==> src/rtl/calc_arb_pkg.sv <==
// Shared types and constants for the two-requester arbiter around the calc add/subtract unit.
package calc_arb_pkg;

  localparam int WIDTH = 16;

  typedef enum logic [1:0] {
    ST_IDLE = 2'd0,
    ST_EXEC = 2'd1,
    ST_DONE = 2'd2
  } state_t;

  localparam logic ID0 = 1'b0;
  localparam logic ID1 = 1'b1;

endpackage

==> src/rtl/calc_arbiter_if.sv <==
// Handshake and operand bus between the two front-ends (master) and the arbiter (slave).
interface calc_arbiter_if;
  import calc_arb_pkg::*;

  logic             req0, sel0, ack0, gnt0, done0;
  logic [WIDTH-1:0] a0, b0;
  logic             req1, sel1, ack1, gnt1, done1;
  logic [WIDTH-1:0] a1, b1;
  logic [WIDTH-1:0] res;
  logic             res_zero;

  modport slave (
    input  req0, sel0, a0, b0, ack0,
    input  req1, sel1, a1, b1, ack1,
    output gnt0, done0, gnt1, done1, res, res_zero
  );

  modport master (
    output req0, sel0, a0, b0, ack0,
    output req1, sel1, a1, b1, ack1,
    input  gnt0, done0, gnt1, done1, res, res_zero
  );

endinterface

==> src/rtl/calc.sv <==
// Shared 16-bit add/subtract datapath: o_z = i_x + i_y, or i_x - i_y when i_sel is set.
module calc
  import calc_arb_pkg::*;
(
  input  logic [WIDTH-1:0] i_x,
  input  logic [WIDTH-1:0] i_y,
  input  logic             i_sel,
  output logic [WIDTH-1:0] o_z
);

  logic [WIDTH-1:0] w_y_eff;

  // Subtraction as x + (~y + 1); the sum wraps modulo 2^WIDTH.
  assign w_y_eff = i_sel ? (~i_y + {{(WIDTH-1){1'b0}}, 1'b1}) : i_y;
  assign o_z     = i_x + w_y_eff;

endmodule

==> src/rtl/calc_rr_pick.sv <==
// Combinational winner select between two requesters, round-robin or fixed priority.
module calc_rr_pick #(
  parameter bit PRIO_FIXED = 1'b0
) (
  input  logic i_req0,
  input  logic i_req1,
  input  logic i_last_id,
  output logic o_valid,
  output logic o_id
);
  import calc_arb_pkg::*;

  logic w_tie_id;

  // On a tie, round-robin hands the grant to whoever did not win last.
  assign w_tie_id = PRIO_FIXED ? ID0 : ~i_last_id;
  assign o_valid  = i_req0 | i_req1;
  assign o_id     = (i_req0 & i_req1) ? w_tie_id : (i_req1 ? ID1 : ID0);

endmodule

==> src/rtl/calc_arbiter.sv <==
// Arbitrates two requesters onto one calc unit; holds each result until its owner acknowledges.
module calc_arbiter #(
  parameter int WIDTH      = 16,
  parameter bit PRIO_FIXED = 1'b0
) (
  input  logic                 clk,
  input  logic                 rst,
  calc_arbiter_if.slave        bus
);
  import calc_arb_pkg::*;

  state_t           r_state;
  logic [WIDTH-1:0] r_op_a, r_op_b;
  logic             r_op_sel;
  logic             r_owner;
  logic             r_last_id;
  logic             r_gnt0, r_gnt1, r_done0, r_done1;
  logic [WIDTH-1:0] r_res;
  logic             r_res_zero;

  logic             w_valid, w_id, w_owner_ack;
  logic [WIDTH-1:0] w_z;

  calc_rr_pick #(.PRIO_FIXED(PRIO_FIXED)) u_pick (
    .i_req0    (bus.req0),
    .i_req1    (bus.req1),
    .i_last_id (r_last_id),
    .o_valid   (w_valid),
    .o_id      (w_id)
  );

  calc u_calc (
    .i_x   (r_op_a),
    .i_y   (r_op_b),
    .i_sel (r_op_sel),
    .o_z   (w_z)
  );

  // Only the current owner's ack releases DONE.
  assign w_owner_ack = (r_owner == ID1) ? bus.ack1 : bus.ack0;

  always_ff @(posedge clk) begin
    if (rst) begin
      r_state    <= ST_IDLE;
      r_gnt0     <= 1'b0;
      r_gnt1     <= 1'b0;
      r_done0    <= 1'b0;
      r_done1    <= 1'b0;
      r_res      <= '0;
      r_res_zero <= 1'b0;
      r_last_id  <= ID1;
      r_owner    <= ID0;
    end else begin
      r_gnt0 <= 1'b0;
      r_gnt1 <= 1'b0;
      case (r_state)
        ST_IDLE: begin
          if (w_valid) begin
            r_op_a    <= (w_id == ID1) ? bus.a1   : bus.a0;
            r_op_b    <= (w_id == ID1) ? bus.b1   : bus.b0;
            r_op_sel  <= (w_id == ID1) ? bus.sel1 : bus.sel0;
            r_owner   <= w_id;
            r_last_id <= w_id;
            r_gnt0    <= (w_id == ID0);
            r_gnt1    <= (w_id == ID1);
            r_state   <= ST_EXEC;
          end
        end
        ST_EXEC: begin
          r_res      <= w_z;
          r_res_zero <= (w_z == '0);
          r_done0    <= (r_owner == ID0);
          r_done1    <= (r_owner == ID1);
          r_state    <= ST_DONE;
        end
        ST_DONE: begin
          if (w_owner_ack) begin
            r_done0 <= 1'b0;
            r_done1 <= 1'b0;
            r_state <= ST_IDLE;
          end
        end
        default: r_state <= ST_IDLE;
      endcase
    end
  end

  assign bus.gnt0     = r_gnt0;
  assign bus.gnt1     = r_gnt1;
  assign bus.done0    = r_done0;
  assign bus.done1    = r_done1;
  assign bus.res      = r_res;
  assign bus.res_zero = r_res_zero;

endmodule

==> src/flat_wrapper.sv <==
// flat-port wrapper written by rule: the top's interface ports become plain ports
module calc_arbiter_flat import calc_arb_pkg::*;
#(
  parameter int WIDTH      = 16,
  parameter bit PRIO_FIXED = 1'b0
)
  (clk, rst, bus_req0, bus_sel0, bus_a0, bus_b0, bus_ack0, bus_req1, bus_sel1, bus_a1, bus_b1, bus_ack1, bus_gnt0, bus_done0, bus_gnt1, bus_done1, bus_res, bus_res_zero);
  calc_arbiter_if bus_i ();
  input  logic clk;
  input  logic rst;
  input wire logic [$bits(bus_i.req0)-1:0] bus_req0;
  input wire logic [$bits(bus_i.sel0)-1:0] bus_sel0;
  input wire logic [$bits(bus_i.a0)-1:0] bus_a0;
  input wire logic [$bits(bus_i.b0)-1:0] bus_b0;
  input wire logic [$bits(bus_i.ack0)-1:0] bus_ack0;
  input wire logic [$bits(bus_i.req1)-1:0] bus_req1;
  input wire logic [$bits(bus_i.sel1)-1:0] bus_sel1;
  input wire logic [$bits(bus_i.a1)-1:0] bus_a1;
  input wire logic [$bits(bus_i.b1)-1:0] bus_b1;
  input wire logic [$bits(bus_i.ack1)-1:0] bus_ack1;
  output wire logic [$bits(bus_i.gnt0)-1:0] bus_gnt0;
  output wire logic [$bits(bus_i.done0)-1:0] bus_done0;
  output wire logic [$bits(bus_i.gnt1)-1:0] bus_gnt1;
  output wire logic [$bits(bus_i.done1)-1:0] bus_done1;
  output wire logic [$bits(bus_i.res)-1:0] bus_res;
  output wire logic [$bits(bus_i.res_zero)-1:0] bus_res_zero;
  assign bus_i.req0 = bus_req0;
  assign bus_i.sel0 = bus_sel0;
  assign bus_i.a0 = bus_a0;
  assign bus_i.b0 = bus_b0;
  assign bus_i.ack0 = bus_ack0;
  assign bus_i.req1 = bus_req1;
  assign bus_i.sel1 = bus_sel1;
  assign bus_i.a1 = bus_a1;
  assign bus_i.b1 = bus_b1;
  assign bus_i.ack1 = bus_ack1;
  assign bus_gnt0 = bus_i.gnt0;
  assign bus_done0 = bus_i.done0;
  assign bus_gnt1 = bus_i.gnt1;
  assign bus_done1 = bus_i.done1;
  assign bus_res = bus_i.res;
  assign bus_res_zero = bus_i.res_zero;
  calc_arbiter #(.WIDTH(WIDTH), .PRIO_FIXED(PRIO_FIXED)) u_core (.clk(clk), .rst(rst), .bus(bus_i));
endmodule
==> config.mk <==
export PLATFORM = sky130hd
export DESIGN_NAME = calc_arbiter_flat
export DESIGN_NICKNAME = d
export VERILOG_FILES = /design/src/rtl/calc_arb_pkg.sv /design/src/rtl/calc_arbiter_if.sv /design/src/rtl/calc.sv /design/src/rtl/calc_rr_pick.sv /design/src/rtl/calc_arbiter.sv /design/src/flat_wrapper.sv
export SDC_FILE = /design/constraint.sdc
export NUM_CORES = 1
export LEC_CHECK = 0
export ABC_AREA = 1
export BUFFER_PORTS_ARGS = -buffer_cell sky130_fd_sc_hd__buf_2
export CORE_UTILIZATION = 54
export CTS_BUF_LIST = sky130_fd_sc_hd__clkbuf_16
export CTS_CLUSTER_DIAMETER = 150
export CTS_CLUSTER_SIZE = 10
export DETAILED_ROUTE_END_ITERATION = 7
export GPL_TIMING_DRIVEN = 0
export PLACE_DENSITY_LB_ADDON = 0.1
export SLEW_MARGIN = 15
export SYNTH_ARGS = -nofsm -noshare
export SYNTH_HDL_FRONTEND = slang
export SYNTH_SLANG_ARGS = --single-unit
export TNS_END_PERCENT = 100
==> constraint.sdc <==
create_clock -name clk -period 3.4 [get_ports clk]
set_clock_uncertainty 0.1 [all_clocks]
set_input_delay 0.51 -clock clk [delete_from_list [all_inputs] [get_ports clk]]
set_output_delay 0.51 -clock clk [all_outputs]
set_load 0.05 [all_outputs]
==> results of run 1 <==
where the power goes:
group	total [mW]	switching (mW)	leakage (nW)	internal (mW)
Sequential	0.855	0.0357	0.518	0.819
Clock	0.813	0.323	0.134	0.490
Combinational	0.816	0.542	1.89	0.274
Total	2.48	0.901	2.54	1.58
how the worst max path moves through the flow:
stage          cells past startpoint  slack [ns]             endpoint              from
4_1_cts                           22       0.004  u_core.bus.res_zero  u_core.r_op_b[0]
6_report                          25        0.19  u_core.bus.res_zero  u_core.r_op_b[0]
3_3_place_gp                       3        0.02    u_core.r_op_a[13]               rst
3_5_place_dp                      22       -0.05  u_core.bus.res_zero  u_core.r_op_b[0]
5_1_grt                           25       -0.08  u_core.bus.res_zero  u_core.r_op_b[0]
2_1_floorplan                      3        0.59     u_core.r_op_a[0]               rst
final cells by class:
type                            instances  area share
Multi-Input combinational cell        388       0.419
Sequential cell                        58       0.319
Timing Repair Buffer                   98       0.111
Inverter                               77      0.0618
Clock buffer                            9      0.0481
Tap cell                               77      0.0206
Buffer                                 12      0.0110
Clock inverter                          7     0.00909
sequential cells by signal, summed over array words and instances (netlist names):
name                 cells
u_core.bus.done1         1
u_core.bus.done0         1
u_core.bus.res          16
u_core.bus.res_zero      1
u_core.r_owner           1
u_core.bus.gnt1          1
u_core.r_op_a           16
u_core.r_op_b           16
u_core.bus.gnt0          1
u_core.r_state           2
u_core.r_last_id         1
u_core.r_op_sel          1
worst reg2reg max path, delay by kind of cell (launching register included):
| kind | cells | cell delay [ns] |
|---|---|---|
| adders and majority gates | 2 | 0.49 |
| xor gates and xnor gates | 1 | 0.17 |
| DFF | 1 | 0.42 |
| AOI/OAI and AO/OA | 2 | 0.29 |
| buffers and inverters | 6 | 0.46 |
| and+or+nand+nor | 14 | 1.22 |
stage by stage:
| stage | setup TNS, ns | power (mW) | instances | utilization |
|---|---|---|---|---|
| after floorplan | 0 | 1.44 | 535 | - |
| after global placement | 0 | 1.62 | 703 | 0.658 |
| after detailed placement | -0.0541 | 1.64 | 704 | 0.662 |
| after CTS | 0 | 2.46 | 720 | 0.704 |
| after global routing | -0.0776 | 2.64 | 726 | 0.720 |
| final | 0 | 2.48 | 726 | 0.720 |
routing by layer:
metal,up-vias,share of wire,wire [um],track usage
met3,13,0.057,493,0.0418
met2,111,0.49,4230,0.439
met5,-,0,0,0
met1,1561,0.44,3800,0.305
met4,0,0.017,145,0.137
li1,1905,-,-,-
cells by family (layout without fill, tap and decap cells):
kind of cell | after synthesis | count (layout)
compound gates | 45 | 45
xor+xnor | 16 | 16
fa+ha+maj | 20 | 20
buf+inv | 89 | 203
flops | 58 | 58
simple gates | 307 | 307
cells in the mapped netlist, drive strengths merged:
| library cell | n | area (um2) |
|---|---|---|
| clkinv | 1 | 3.75 |
| a31oi | 2 | 12.5 |
| nand2 | 215 | 817 |
| ha | 19 | 238 |
| fa | 1 | 20.0 |
| inv | 76 | 285 |
| buf | 4 | 21.3 |
| o21ai | 18 | 90.1 |
| a22oi | 1 | 7.51 |
| a211oi | 1 | 7.51 |
| nor3 | 8 | 40.0 |
| nand4 | 6 | 37.5 |
| a21oi | 18 | 93.8 |
| edfxtp | 33 | 991 |
| o211ai | 5 | 37.5 |
| xnor2 | 3 | 26.3 |
| nand3 | 28 | 150 |
| clkbuf | 8 | 30.0 |
| xor2 | 13 | 114 |
| and2 | 1 | 6.26 |
| dfxtp | 25 | 500 |
| nor2 | 49 | 191 |
timing repair:
item,in CTS,in global routing
endpoints found under the setup margin,1,3
endpoints found under the hold margin,0,0
gates resized for setup,1,18
gates cloned,0,0
pin swaps,1,12
buffers inserted,0,6
hold buffers,0,0
==> run_results.csv, run 1 <==
group,metric,value,unit
placed_design,place.gp.congestion,0.903,
detailed_routing,wirelength,8680,um
detailed_routing,first_pass_iters,5,
worst_setup_path,cp_data_arrival_time,3.37,ns
logic_synthesis,synth_mux_area_frac,0,
detailed_routing,viasPerCell,4.94,
clock_tree,cts_max_path_buffers,2,
sta,layout_min_cycle_time,3.21,ns
outcome,outcome,"finished, final reports clean",
worst_hold_path,hold_depth,3,
cells_and_area,diodes,0,
sta,final.period_utilization,0.945,
floorplan,start_util,0.573,
sta,fmax,311,MHz
placed_design,dpl_cell_area,4300,um2
cells_and_area,layout_common_cells,"nand2_1, buf_2, inv_1",
logic_synthesis,yosys_warnings,0,
worst_setup_path,crit_path_start_kind,"flip-flop",
worst_setup_path,critPathMaxStageDelay,0.42,ns
clock_tree,insertion_delay,0.32,ns
pwr,ir_drop,0.312,mV
worst_setup_path,crit_path_max_fanout,3,
clock_tree,cts_tree,"done",
sta,finalSetupViolations,0,
logic_synthesis,synthXorXnorAreaFrac,0.0377,
logic_synthesis,synth_compound_area_frac,0.0669,
worst_setup_path,required,3.56,ns
cells_and_area,seqCellArea,1490,um2
worst_setup_path,reg2reg_from,"u_core.r_op_b[0]",
cells_and_area,final_cell_area,4680,um2
worst_setup_path,crit_top_cell,"nand2_1",
worst_setup_path,crit_type,"reg2reg",
clock_tree,clk_pin_slew_worst_paths,0.05,ns
placed_design,io_buffer_count,91,
sta,relSlewSlack,0.508,
pwr,pwr_density_cell,531,nW/um2
sta,slew_violations,0,
detailed_routing,num_vias,3590,
detailed_routing,drt_iter0_drc,125,
sta,worst_hold_slack,0.347,ns
sta,worstMarginPinSlew,0.730,ns
floorplan,die_h,85.0,um
logic_synthesis,synth.net_count,627,
global_route,grt_pass1_vias,3441,
clock_tree,root_buffer,"clkbuf_16",
placed_design,hpwl,6640,um
worst_hold_path,hp-start,"bus_b1[12]",
logic_synthesis,synth-simple-area-share,0.334,
worst_setup_path,slowest_stage,"edfxtp_1",
sta,finalWorstSetupSlack,0.187,ns
cells_and_area,fillers,537,
worst_setup_path,ff2ff_path_depth,25,
floorplan,ioPinCount,93,
worst_setup_path,r2r-end,"u_core.bus.res_zero",
worst_setup_path,reg2reg_slack,0.19,ns
detailed_routing,drc_errors,0,
logic_synthesis,ys_ff_latch,58,
logic_synthesis,syn_area,3720,um2
worst_hold_path,whs_endpoint,"u_core.r_op_b[12]",
clock_tree,htree_levels,3,
cells_and_area,final_nets,736,
clock_tree,cts.sinks,58,
logic_synthesis,avgSynthCellArea,6.96,um2
floorplan,chipWidth,85.0,um
logic_synthesis,synthCells,535,
clock_tree,cts_buffers,9,
worst_hold_path,hold_class,"in2reg",
floorplan,die_area,7230,um2
logic_synthesis,synthAdderAreaFrac,0.0693,
detailed_routing,final_antenna_net_count,0,
cells_and_area,final_common_cell,"nand2_1",
floorplan,fp-row-count,29,
detailed_routing,wl_per_cell,12.0,um
global_route,antenna_found_initial,0,
global_route,grt.total_usage,0.255,
placed_design,dpl_worst_slack,-0.0541,ns
cells_and_area,drive_gt1_frac,0.220,
pwr,p_leak,2.54,nW
global_route,grt_pass1_wl,14500,um
global_route,grt_max_degree,32,
sta,final_hold_viol_count,0,
logic_synthesis,ys_seq_area_frac,0.401,
cells_and_area,multiInputGateArea,1960,um2
floorplan,core,6490,um2
global_route,grt.overflow.total,0,
worst_setup_path,critPathBufInv,6,
worst_setup_path,crit_path_end_kind,"flip-flop",
logic_synthesis,synth_cell_types,29,
job,drv_cap,0,
logic_synthesis,synth_top_family_by_area,"simple AND/OR/NAND/NOR gates",
cells_and_area,area_growth,25.7,%
worst_setup_path,critPathTopFamily,"simple AND/OR/NAND/NOR gates",
(Power assumes the default switching activity.)
==> run 2: changes to the inputs <==
--- a/config.mk
+++ b/config.mk
@@ -5,15 +5,14 @@
 export SDC_FILE = /design/constraint.sdc
 export NUM_CORES = 1
 export LEC_CHECK = 0
-export ABC_AREA = 1
 export BUFFER_PORTS_ARGS = -buffer_cell sky130_fd_sc_hd__buf_2
-export CORE_UTILIZATION = 54
+export CORE_UTILIZATION = 53
 export CTS_BUF_LIST = sky130_fd_sc_hd__clkbuf_16
 export CTS_CLUSTER_DIAMETER = 150
 export CTS_CLUSTER_SIZE = 10
 export DETAILED_ROUTE_END_ITERATION = 7
 export GPL_TIMING_DRIVEN = 0
-export PLACE_DENSITY_LB_ADDON = 0.1
+export PLACE_DENSITY = 0.8
 export SLEW_MARGIN = 15
 export SYNTH_ARGS = -nofsm -noshare
 export SYNTH_HDL_FRONTEND = slang
==> run_results.csv, run 2 <==
group,metric,value,unit
outcome,outcome,"complete, but fails checks",
outcome,violations,"setup timing",
logic_synthesis,synth_edf_count,33,
cells_and_area,stdcell_count,550,
detailed_routing,num_vias,3067,
logic_synthesis,syn_area,3490,um2
logic_synthesis,synthXorXnorAreaFrac,0.0602,
cells_and_area,final_common_cell,"buf_2",
clock_tree,htree_levels,3,
floorplan,chipWidth,83.2,um
floorplan,core,6350,um2
worst_setup_path,crit_path_start_kind,"flip-flop",
logic_synthesis,avgSynthCellArea,10.1,um2
placed_design,dp.cells,515,
clock_tree,clk_pin_slew_worst_paths,0.05,ns
logic_synthesis,ys_top_cells_by_count,"nand2_1, edfxtp_1, nor2_1",
worst_setup_path,crit_type,"reg2reg",
logic_synthesis,async_flop_share,0,
cells_and_area,final_util,0.739,
logic_synthesis,synth_top_area_frac,0.284,
cells_and_area,diodes,0,
global_route,grt_pass1_vias,2891,
worst_setup_path,reg2reg_slack,-0.11,ns
global_route,grt.total_usage,0.238,
floorplan,die_h,83.2,um
placed_design,dpl_cell_area,4050,um2
cells_and_area,final_cell_area,4690,um2
logic_synthesis,synth_top_area_cell,"edfxtp_1",
sta,worstMarginPinSlew,0.875,ns
pwr,ir_drop,0.412,mV
worst_hold_path,hold_class,"reg2reg",
sta,finalWorstSetupSlack,-0.112,ns
logic_synthesis,ys_seq_area_frac,0.427,
clock_tree,cts_max_path_buffers,2,
detailed_routing,drc_errors,0,
global_route,grt.overflow.total,0,
logic_synthesis,synth_top_family_by_area,"compound AO/OA/AOI/OAI gates",
worst_setup_path,cp-startpoint,"u_core.r_op_b[3]",
pwr,combinationalPowerShare,0.317,
pwr,seqPwrFrac,0.327,
pwr,p_leak,1.96,nW
logic_synthesis,ys_ff_latch,58,
pwr,p_sw_frac,0.319,
sta,finalSetupViolations,1,
pwr,power.switching,0.839,mW
global_route,grt_max_degree,35,
placed_design,place.gp.congestion,0.852,
sta,setup_tns,-0.112,ns
floorplan,start_util,0.550,
worst_setup_path,required,3.56,ns
sta,final_hold_viol_count,0,
clock_tree,cts.sinks,58,
logic_synthesis,synthCells,346,
clock_tree,root_buffer,"clkbuf_16",
cells_and_area,drive_gt1_frac,0.387,
logic_synthesis,synth_cell_types,58,
logic_synthesis,synthAdderAreaFrac,0.0738,
worst_setup_path,crit_path_end_kind,"flip-flop",
sta,final.period_utilization,1.03,
job,drv_cap,0,
worst_hold_path,hold_depth,2,
cells_and_area,final_nets,560,
sta,rsz0062_at_grt,"yes",
cells_and_area,area_growth,34.2,%
global_route,grt_pass1_wl,13200,um
worst_setup_path,reg2reg_from,"u_core.r_op_b[3]",
logic_synthesis,synth-main-ff-cell,"edfxtp_1",
logic_synthesis,synthTopCellsByArea,"edfxtp_1, dfxtp_1, ha_1",
global_route,antenna_found_initial,0,
sta,relSlewSlack,0.417,
placed_design,io_buffer_count,92,
worst_setup_path,cp_data_arrival_time,3.67,ns
detailed_routing,viasPerCell,5.58,
sta,slew_violations,0,
placed_design,hpwl,5880,um
floorplan,die_area,6920,um2
detailed_routing,wirelength,8420,um
worst_setup_path,crit_path_max_fanout,6,
worst_setup_path,ff2ff_path_depth,14,
logic_synthesis,yosys_warnings,0,
sta,fmax,285,MHz
floorplan,ioPinCount,93,
logic_synthesis,synth.net_count,438,
detailed_routing,first_pass_iters,5,
cells_and_area,layout_common_cells,"buf_2, nand2_1, edfxtp_1",
floorplan,fp-row-count,29,
worst_setup_path,r2r-end,"u_core.bus.res_zero",
sta,worst_hold_slack,0.354,ns
pwr,pwr_density_cell,561,nW/um2
clock_tree,cts_tree,"done",
detailed_routing,wl_per_cell,15.3,um
logic_synthesis,synth.most_common_cell,"nand2_1",
clock_tree,cts_buffers,9,
logic_synthesis,synth_compound_area_frac,0.162,
logic_synthesis,synth_mux_area_frac,0.109,
detailed_routing,drt_iter0_drc,234,
worst_setup_path,endpoint,"u_core.bus.res_zero",
logic_synthesis,synth-simple-area-share,0.143,
clock_tree,insertion_delay,0.33,ns
pwr,p_clk_frac,0.356,
pwr,internal-power,1.79,mW
detailed_routing,final_antenna_net_count,0,
sta,layout_min_cycle_time,3.51,ns
## run 2: cell types whose count changed after synthesis, sizes merged, moves of 5 or more
cell    previous run  this run
nand2            215        37
inv               76        10
mux2               0        33
nand3             28         7
nor2              49        31
a21oi             18        30
xnor2              3        15
a21boi             0         5
## run 2: per-layer routing
metal / up-vias / global-route usage / wire (um) / part of all wire
li1: 1522 / - / - / -
met1: 1423 / 0.285 / 3520 / 0.42
met2: 109 / 0.433 / 4360 / 0.52
met3: 13 / 0.0368 / 396 / 0.047
met4: 0 / 0.0831 / 138 / 0.016
met5: - / 0 / 0 / 0
## run 2: layout make-up
type,instances,area [um2]
clock buffer,9,225
tap,77,96.3
buffer,11,50.0
timing repair buffer,112,611
sequential,58,1490
fill,445,1660
multi-input combinational,266,2090
inverter,10,37.5
clock inverter,7,85.1
## run 2: through the flow
step                power (mW)  setup WS, ns
detailed placement        1.59        -0.314
global placement          1.56        -0.274
global route              2.75        -0.325
floorplan                 1.41         0.124
finish                    2.63        -0.112
CTS                       2.57       -0.0423
## run 2: worst min-delay path by stage
stage,slack [ns],to,start
global placement,0.34,u_core.bus.res[10],u_core.bus.res[10]
CTS,0.35,u_core.bus.res[4],u_core.bus.res[4]
finish,0.35,u_core.bus.res[4],u_core.bus.res[4]
global route,0.36,u_core.r_state[0],bus_req0
floorplan,0.38,u_core.bus.done0,u_core.r_owner
detailed placement,0.35,u_core.bus.res[4],u_core.bus.res[4]
## run 2: kinds of logic (layout without fill, tap and decap cells)
group | after synthesis | in the layout
AND/OR/NAND/NOR | 104 | 104
flip-flops | 58 | 58
AO/OA/AOI/OAI | 84 | 84
XOR/XNOR | 24 | 24
adder cells (fa/ha/maj) | 20 | 20
multiplexers | 34 | 34
buffers and inverters | 22 | 149
## run 2: timing repair
item                       CTS  global route
pin swaps                    6             9
setup buffers               10            10
setup endpoints to repair    4             4
hold buffers                 0             0
gates resized for setup     19            17
## run 2: power groups by stage
stage | clock network (mW) | registers, mW | logic [mW]
2_1_floorplan | 0 | 0.960 | 0.446
3_3_place_gp | 0 | 0.870 | 0.695
3_5_place_dp | 0 | 0.874 | 0.712
4_1_cts | 0.940 | 0.862 | 0.763
5_1_grt | 0.976 | 0.868 | 0.903
6_report | 0.936 | 0.860 | 0.836
## run 2: critical path, cell delays in order (launching register included)
cell      delay (ns)
edfxtp_1        0.39
or3_4           0.41
nor4_2          0.28
nand2_1         0.13
nand2_2         0.13
nand2_2         0.08
xor2_2          0.20
ha_1            0.30
a21oi_4         0.24
nand3_2         0.13
o221ai_2        0.19
a311oi_2        0.07
nand4b_1        0.18
or4_1           0.50
o21ai_1         0.11
